===== config.mk =====
export PLATFORM = sky130hd
export DESIGN_NAME = instr_fetch_unit
export DESIGN_NICKNAME = d
export VERILOG_FILES = /design/src/rtl/instr_fetch_unit.sv
export SDC_FILE = /design/constraint.sdc
export NUM_CORES = 1
export LEC_CHECK = 0
export ABC_AREA = 1
export BUFFER_PORTS_ARGS = -buffer_cell sky130_fd_sc_hd__buf_2
export CAP_MARGIN = 5
export CORE_ASPECT_RATIO = 0.8
export CORE_MARGIN = 2
export CORE_UTILIZATION = 37
export DETAILED_ROUTE_END_ITERATION = 7
export GPL_TIMING_DRIVEN = 1
export PLACE_DENSITY = 0.68
export SKIP_LAST_GASP = 1
export SLEW_MARGIN = 25
export SYNTH_ARGS = -nofsm -noshare
export SYNTH_HDL_FRONTEND = slang
export SYNTH_SLANG_ARGS = --single-unit

===== constraint.sdc =====
create_clock -name clk -period 4.2 [get_ports clk]
set_input_delay 0.63 -clock clk [delete_from_list [all_inputs] [get_ports clk]]
set_output_delay 0.63 -clock clk [all_outputs]
set_load 0.1 [all_outputs]

===== src/rtl/instr_fetch_unit.sv =====
// ============================================================================
// Module   : instr_fetch_unit
// Brief    : Single-outstanding instruction fetch front end with PC ownership,
//            request/grant/response memory handshake and branch redirect.
// Revision : 1.0
// ============================================================================
`default_nettype none

module instr_fetch_unit #(
    parameter logic [31:0] RESET_PC = 32'h0000_0000
) (
    input  logic        clk,
    input  logic        reset,
    input  logic        PCSrc,
    input  logic [31:0] Result,
    input  logic        Stall,
    output logic        imem_req,
    output logic [31:0] imem_addr,
    input  logic        imem_gnt,
    input  logic        imem_rvalid,
    input  logic [31:0] imem_rdata,
    output logic [31:0] Instr,
    output logic        InstrValid,
    output logic [31:0] PC,
    output logic [31:0] PCPlus8,
    output logic        FetchErr
);

    typedef enum logic [1:0] {
        S_IDLE  = 2'd0,
        S_FETCH = 2'd1,
        S_WAIT  = 2'd2,
        S_HOLD  = 2'd3
    } state_t;

    localparam logic [31:0] c_RESET_PC = {RESET_PC[31:2], 2'b00};

    state_t      r_state;
    logic [31:0] r_pc;
    logic [31:0] r_instr;
    logic        r_req;
    logic        r_valid;
    logic        r_err;

    logic [31:0] w_target;
    logic        w_unused_result;

    assign w_target        = {Result[31:2], 2'b00};
    assign w_unused_result = ^Result[1:0];

    // Request/valid flags are registered alongside the state so that no
    // imem_* or Stall input ever reaches them combinationally.
    always_ff @(posedge clk or negedge reset) begin
        if (!reset) begin
            r_state <= S_IDLE;
            r_pc    <= c_RESET_PC;
            r_instr <= 32'h0;
            r_req   <= 1'b0;
            r_valid <= 1'b0;
            r_err   <= 1'b0;
        end else begin
            case (r_state)
                S_IDLE: begin
                    r_state <= S_FETCH;
                    r_req   <= 1'b1;
                end
                S_FETCH: begin
                    if (imem_rvalid) begin
                        r_err <= 1'b1;
                    end
                    if (imem_gnt) begin
                        r_state <= S_WAIT;
                        r_req   <= 1'b0;
                    end
                end
                S_WAIT: begin
                    if (imem_rvalid) begin
                        r_instr <= imem_rdata;
                        r_state <= S_HOLD;
                        r_valid <= 1'b1;
                    end
                end
                S_HOLD: begin
                    if (imem_rvalid) begin
                        r_err <= 1'b1;
                    end
                    if (!Stall) begin
                        r_pc    <= PCSrc ? w_target : (r_pc + 32'd4);
                        r_state <= S_FETCH;
                        r_valid <= 1'b0;
                        r_req   <= 1'b1;
                    end
                end
                default: begin
                    r_state <= S_IDLE;
                    r_req   <= 1'b0;
                    r_valid <= 1'b0;
                end
            endcase
        end
    end

    assign imem_req   = r_req;
    assign imem_addr  = r_pc;
    assign Instr      = r_instr;
    assign InstrValid = r_valid;
    assign PC         = r_pc;
    assign PCPlus8    = r_pc + 32'd8;
    assign FetchErr   = r_err;

endmodule

`default_nettype wire


== After elaboration in Yosys (flattened, before gate mapping) ==
Cells that the tools add are included.
W data, S select, Z words.
Operators by class
  equal/unequal tests: 6
  bitwise logic cells: 1
  muxes and demuxes: 11
  $add $sub $neg: 2
  reduce and logical (&&, ||, !) cells: 10
Operators with widths (number)
  $add A32 B3 Y32 const B: 1
  $add A32 B4 Y32 const B: 1
  $mux W32: 1
  $reduce_and A3 Y1: 3
  $pmux W2 S4: 1
  $mux W2: 3
  $ne A2 B2 Y1 const B: 3
  $reduce_and A2 Y1: 3
  $eq A2 B2 Y1 const B: 2
  $mux W1: 4
  $pmux W1 S3: 1
  $reduce_bool A3 Y1: 1
  $eq A2 B1 Y1 const B: 1
  $logic_not A2 Y1: 1
  $pmux W1 S2: 1
  $reduce_bool A2 Y1: 1
  $reduce_or A2 Y1: 1
  $not A1 Y1: 1
Word-level totals
  output and inout bits: 131
  input bits: 70
  register bits: 69

== Longest topological paths before layout ==
Gate-level depths: netlist of run 1.
  word-level depth: 3
  gate-level depth with buffers: 11
  gate-level depth less buffers: 11

== Worst setup path after synthesis of run 1 ==
No wires, ideal clock.
  path kind: register to output
  start: register r_pc[3] (netlist: PC[3])
  end: output port PCPlus8[28]
  required time: 3.570 ns
  arrival time: 3.827 ns
  cell stages (with the launch flop): 8
  path slack: -0.257 ns
  path through: dfrtp_1 > inv_1 > nor2_8 > nand2_4 > nor2_4 > nand3_2 > nor2_2 > xor2_1
Between the ends
  word-level cells in the longest chain between the ends: 1
Ends and longest elaborated chain
  from (decl): line 39  | logic [31:0] r_pc;
  from (signal assigned): line 56  | r_pc <= c_RESET_PC;
  from (signal assigned): line 88  | r_pc <= PCSrc ? w_target : (r_pc + 32'd4);
  $add A32 B4 Y32: line 108  | assign PCPlus8 = r_pc + 32'd8;
  to (decl): line 25  | output logic [31:0] PCPlus8,
No other way between the ends.

== Final worst setup path of run 1 ==
  start: register r_pc[4] (netlist: PC[4])
  end: output port PCPlus8[23]
Same word-level chain as after synthesis.

==> key figures, run 1 <==
GRT
  – Global-route wire length before repair: 20.1 mm
  – Vias in the first global route: 3951
  – Largest net degree at the start of global routing: 68
  – GRT Residual Overflow: 0
  – Initial antenna violation count: 0
  – Total Routing Usage GR: 19.6%

Placed design
  – I/O Buffers: 192
  – Placed insts: roughly 880
  – Half-perimeter wire length after placement: 9.74 mm
  – Place WS: approximately 1.4 ns
  – Final GP Congestion: 0.817

Floorplanning
  – Rows: 35
  – Initial core utilization: 38.3%
  – Ports: roughly 200
  – Die span in x: 127 um
  – Area of the die: 12900 sq um
  – Placeable Area: 11600 sq um
  – Die H: 102 um

Cells and area
  – # diodes: 0
  – Final Non-Filler Cells: 894
  – Fraction of layout cells with a size suffix above 1: 37.5%
  – Nets@finish: just over 800
  – Layout area overhead: 28.0%

Clock network
  – Post-CTS setup buffers: 0
  – Clk slew on worst S/H paths: 0.06 ns
  – CTS buffer count: 9
  – TritonCTS clock tree: built
  – Clk sinks: 67
  – Hold_buf cts: 0
  – Resized cells post-CTS: 0
  – Root buf cell: clkbuf_16
  – Clk buf depth: 2
  – Skew-Pair Late Insertion Delay: 0.33 ns
  – H-tree depth: 3

Routing
  – Via count: 4265
  – First-pass iteration count of the detailed router: 5
  – Routed Antenna Nets: 0
  – DR WL/cell: between 10 and 15 um
  – Via density: 4.77
  – Drt total wl: between 10 and 15 mm
  – Detailed Route Iter0 Violations: 276
  – DRC Markers: 0

Critical path
  – Crit path top cell by count: nand2_1
  – Worst path arrival time: 2.51 ns
  – Required @ worst endpoint: 3.57 ns
  – CP max-delay cell: dfrtp_1
  – Buf/Inv on CP: 2
  – Crit Path Max Fanout: 7
  – Slowest stage delay, CP: 0.49 ns
  – Crit-path cells: ha_1 > inv_1 > nor2_4 > nand2_1 > nor2_1 > nand2_1 > xor2_1 > buf_2
  – WS Path Type: flip-flop to output pin
  – CP delay by family, top: buffers and inverters
  – Setup crit end kind: output pin
  – Setup crit start kind: flip-flop

STA
  – F_max: roughly 320 MHz
  – Final setup TNS: 0 ns
  – Slew Limit Fails: 0
  – Setup ws final: 1.06 ns
  – Worst-Margin Slew: 0.946 ns
  – Worst Skew: 0.00934 ns
  – Relative slew slack: between 30% and 40%
  – Period minus WS final: between 3 and 4 ns
  – Final hold viol count: 0
  – RSZ-0062 raised after global routing: no
  – Final setup fails: 0
  – Final period util: about three quarters

Synthesis
  – Mapped Cells: 582
  – Synth area leader: dfrtp_1
  – Sequential area share after synthesis: 37.7%
  – EDFF count, synth: 0
  – Synth top area share: 37.7%
  – Ys Warns: 0
  – Syn_area_per_cell: 7.63 sq um
  – Top_reg_cell synth: dfrtp_1
  – Synthesis-stage register bit count: 67
  – Syn Std Cell Area: 4440 sq um
  – Top-count cell post-synth: nand2_1
  – Yosys cell types: 34
  – Top post-synthesis cells by area: dfrtp_1, nand2_1, mux2_2
  – Fraction of registers with async set/reset: 100%
  – Synth cell count leaders: nand2_1, nor2_1, dfrtp_1, inv_1, buf_4

Status
  – Status: finished, final reports clean

Flow run
  – Max-cap violations: 0

Worst hold path
  – Hold Path Class: flip-flop to flip-flop
area by class of cell:
cell class                 instances  area (sq um)
fill                            1151          5920
multi-input combinational        421          2340
sequential                        67          1680
timing repair buffer             195           983
clock buffer                      10           239
tap                              148           185
inverter                          48           180
clock inverter                     5          77.6
state kept, by name, indices dropped and copies added (netlist names):
register / count
InstrValid: 1
FetchErr: 1
PC: 30
imem_req: 1
r_state: 2
Instr: 32
metrics by stage:
step	utilization [%]	instance area [sq um]	hold slack [ns]
after CTS	49.0	5680	0.497
after global routing	49.0	5680	0.509
after detailed placement	46.3	5370	0.481
after floorplan	-	4540	0.334
final	49.0	5680	0.484
after global placement	46.3	5370	0.458
final timing paths:
| check | start | endpoint | slack, ns | cells past startpoint |
|---|---|---|---|---|
| worst max-delay path | PC[4]$_DFFE_PN0P_ | PCPlus8[23] | 1.06 | 8 |
| max in group asynchronous | reset | PC[24]$_DFFE_PN0P_ | 3.12 | 2 |
| min in group asynchronous | reset | PC[20]$_DFFE_PN0P_ | 0.49 | 2 |
| worst max register to register | PC[12]$_DFFE_PN0P_ | PC[24]$_DFFE_PN0P_ | 2.32 | 9 |
| worst min-delay path | FetchErr$_DFFE_PN0P_ | FetchErr$_DFFE_PN0P_ | 0.48 | 1 |
| worst min register to register | FetchErr$_DFFE_PN0P_ | FetchErr$_DFFE_PN0P_ | 0.48 | 1 |
per-layer routing:
layer / track usage (%) / up-vias / wire (um)
li1: - / 2122 / -
met1: 27.3 / 1997 / 5880
met2: 32.5 / 138 / 6050
met3: 4.08 / 8 / 844
met4: 3.38 / 0 / 91
met5: 0 / - / 0
logic make-up (layout without fill, tap and decap cells):
logic type	count (synthesis)	count (layout)	synth area share [%]
AND/OR/NAND/NOR	294	294	28.7
buffers and inverters	99	258	11.6
flip-flops	67	67	37.7
AO/OA/AOI/OAI	56	56	6.65
multiplexers	34	34	8.59
XOR/XNOR	25	25	4.93
adder cells (fa/ha/maj)	6	6	1.69
other	1	6	0.0844
cells in the final DEF, fill, tap and decap left out, drive strengths merged, types with 4 or more instances in the layout:
cell type / Yosys / final
inv: 48 / 48
clkbuf: 8 / 10
o22ai: 4 / 4
mux2: 33 / 33
dfrtp: 67 / 67
nor2: 94 / 94
ha: 6 / 6
xor2: 23 / 23
buf: 43 / 195
nand2: 161 / 161
o21ai: 29 / 29
nand3: 31 / 31
nand4: 4 / 4
conb: 1 / 6
a21oi: 19 / 19
Power of run 1 is not shown: default switching activity piles up to over one toggle a cycle in this logic, so the estimate is an artifact.
==> inputs of run 2 (changes only) <==
--- a/config.mk
+++ b/config.mk
@@ -5,7 +5,7 @@
 export SDC_FILE = /design/constraint.sdc
 export NUM_CORES = 1
 export LEC_CHECK = 0
-export ABC_AREA = 1
+export ABC_AREA = 0
 export BUFFER_PORTS_ARGS = -buffer_cell sky130_fd_sc_hd__buf_2
 export CAP_MARGIN = 5
 export CORE_ASPECT_RATIO = 0.8
@@ -13,7 +13,7 @@
 export CORE_UTILIZATION = 37
 export DETAILED_ROUTE_END_ITERATION = 7
 export GPL_TIMING_DRIVEN = 1
-export PLACE_DENSITY = 0.68
+export PLACE_DENSITY = 0.69
 export SKIP_LAST_GASP = 1
 export SLEW_MARGIN = 25
 export SYNTH_ARGS = -nofsm -noshare
==> constraint.sdc (replaced) <==
create_clock -name clk -period 3 [get_ports clk]
set_input_delay 0.45 -clock clk [delete_from_list [all_inputs] [get_ports clk]]
set_output_delay 0.45 -clock clk [all_outputs]
set_load 0.1 [all_outputs]
==> run 2 against run 1 <==
  * Area after synthesis down 6.2%
  * Global-route usage up 0.40 points
  * Register-to-register slack worse by 1.6 ns
  * Setup slack worse by 0.93 ns
  * Clock skew down 0.0043 ns
  * Flip-flop and latch count unchanged
  * Non-clock buffer count up 10
  * Design area up 3.4%
  * Critical path type unchanged
  * Hold slack worse by 0.29 ns
==> key figures, run 2 <==
Floorplanning
  – Initial core utilization: 38.1%
  – Die span in x: approximately 120 um
  – Area of the die: ~12000 sq um
  – Ports: 201
  – Die H: around 100 um
  – Placeable Area: about 11000 sq um
  – Rows: 34

STA
  – RSZ-0062 raised after global routing: no
  – Setup ws final: around 0.13 ns
  – Period minus WS final: 2.87 ns
  – Final setup fails: 0
  – Worst Skew: 0.00502 ns
  – Worst-Margin Slew: 0.804 ns
  – Final period util: 95.7%
  – Slew Limit Fails: 0
  – Final hold viol count: 0
  – Final Hold Slack: around 0.19 ns
  – F_max: approximately 350 MHz
  – Relative slew slack: 46.4%
  – Final setup TNS: 0 ns

Synthesis
  – Syn Std Cell Area: 4170 sq um
  – Synth cell count leaders: dfrtp_1, buf_4, mux2_2, o21ai_0, nor2_1
  – Yosys cell types: 52
  – Compound-Gate Fraction of Synth Area: 14.7%
  – Top post-synthesis cells by area: dfrtp_1, mux2_2, buf_4
  – Main combinational cell family by area after synthesis: simple AND/OR/NAND/NOR gates
  – Synthesis-stage register bit count: 67
  – Sequential area share after synthesis: 40.2%
  – Syn_area_per_cell: 9.43 sq um
  – Ys Warns: 0
  – Synth Area in Adders: 1.80%
  – Synth Area in Simple Gates: 17.4%
  – Xor/xnor share of the synthesized area: 5.68%
  – Synth area leader: dfrtp_1
  – EDFF count, synth: 0
  – Top-count cell post-synth: dfrtp_1
  – Synth top area share: 40.2%
  – Top_reg_cell synth: dfrtp_1
  – Post-synthesis mux area share: 8.89%
  – Mapped Cells: 442
  – Fraction of registers with async set/reset: 100%

Clock network
  – H-tree depth: 3
  – TritonCTS clock tree: built
  – Clk slew on worst S/H paths: 0.06 ns
  – Clk buf depth: 2
  – CTS buffer count: 9
  – Hold_buf cts: 0
  – Clk sinks: 67
  – Root buf cell: clkbuf_16
  – Skew-Pair Late Insertion Delay: between 0.3 and 0.4 ns
  – Post-CTS setup buffers: 0

Routing
  – Detailed Route Iter0 Violations: 319
  – Via count: 3905
  – Drt total wl: 11.9 mm
  – First-pass iteration count of the detailed router: 4
  – Via density: 5.26
  – DRC Markers: 0
  – DR WL/cell: around 16 um
  – Routed Antenna Nets: 0

Worst hold path
  – Hold Path Class: input pin to async pin

Cells and area
  – Fraction of layout cells with a size suffix above 1: 53.0%
  – Layout area overhead: 41.1%
  – Nets@finish: 669
  – Commonest cells after routing, fill and taps aside: buf_2, dfrtp_1, mux2_2, o21ai_0, nor2_1
  – Most common cell after layout, fill and taps aside: buf_2
  – Final instance area: 5880 sq um
  – Multi-input gate area: 2410 sq um
  – Fillcell total: 978
  – # diodes: 0
  – Largest register FFs: 32
  – FF+latch area: 1720 sq um

Critical path
  – WS Path Type: flip-flop to output pin
  – Setup crit end kind: output pin
  – Crit-path cells: ha_1 > nand2_1 > or4_4 > nor2_4 > xor2_2 > buf_2
  – Crit Path Max Fanout: 8
  – Required @ worst endpoint: 2.55 ns
  – Slowest stage delay, CP: 0.55 ns
  – CP max-delay cell: or4_4
  – Worst path arrival time: 2.42 ns
  – Setup crit start kind: flip-flop

Placed design
  – I/O Buffers: approximately 190
  – Place WS: ~0.43 ns
  – Area of placed instances: between 5000 and 6000 sq um
  – Final GP Congestion: slightly above 0.8
  – Half-perimeter wire length after placement: 9.01 mm

Status
  – Status: finished, final reports clean

Flow run
  – Max-cap violations: 0

GRT
  – Vias in the first global route: 3916
  – GRT Residual Overflow: 0
  – Initial antenna violation count: 0
  – Largest net degree at the start of global routing: 44
  – Total Routing Usage GR: 20.0%
  – Global-route wire length before repair: 19.3 mm
[run 2: changes by cell type in the layout (fill, tap and decap cells not counted), moves of 10 or more]
cell      previous run  this run
buf_4                3        13
inv_1               45        10
a211oi_1             0        11
nor2_1              79        28
dfrtp_2              0        22
dfrtp_1             67        42
nand3_1             30        16
xor2_1              14         1
buf_2              192       178
or3_1                0        13
buf_12               0        13
nand2_1            154        21
[run 2: final timing paths]
kind	from	end	slack [ns]	cells after the start
min in group clk	imem_rdata[26]	Instr[26]$_DFFE_PN0P_	0.35	2
worst min register to register	FetchErr$_DFFE_PN0P_	FetchErr$_DFFE_PN0P_	0.48	1
worst min-delay path	reset	PC[5]$_DFFE_PN0P_	0.19	1
max in group asynchronous	reset	Instr[24]$_DFFE_PN0P_	1.88	2
worst max register to register	PC[2]$_DFFE_PN0P_	PC[26]$_DFFE_PN0P_	0.74	6
worst max-delay path	PC[3]$_DFFE_PN0P_	PCPlus8[17]	0.13	6
[run 2: repair_timing]
action / in CTS / in global routing
endpoints found under the hold margin: 0 / 0
setup endpoints to repair: 0 / 6
resized for setup: 0 / 2
[run 2: layout make-up]
| class | instances | share of cell area (%) |
|---|---|---|
| Clock buffer | 10 | 3.90 |
| Tap cell | 144 | 3.07 |
| Sequential cell | 67 | 29.2 |
| Multi-Input combinational cell | 300 | 41.0 |
| Inverter | 10 | 0.639 |
| Timing Repair Buffer | 205 | 21.4 |
| Clock inverter | 6 | 0.852 |
[run 2: cells by family after synthesis]
group	count (synthesis)
simple gates	134
compound gates	94
buf+inv	80
flops	67
mux	33
xor+xnor	27
fa+ha+maj	6
other cells	1
[run 2: critical path: cells and delay by family, from the launching register on]
kind | cells | cell delay, ns
adder cells (fa/ha/maj) | 1 | 0.19
flip-flops | 1 | 0.46
XOR/XNOR | 1 | 0.16
buffers and inverters | 1 | 0.45
AND/OR/NAND/NOR | 3 | 0.82
[run 2: per-layer routing]
metal  track usage (%)  part of all wire (%)
met5                 0                     0
met4              7.16                   2.2
met3              6.60                   8.0
met2              31.9                    47
met1              25.5                    43
[run 2: metrics by stage]
step / std cells / utilization [%]
after floorplan: 447 / -
after global placement: 726 / 51.1
after detailed placement: 726 / 51.1
after CTS: 742 / 53.7
after global routing: 742 / 53.8
final: 742 / 53.8
Power of run 2 is left out for the same reason.
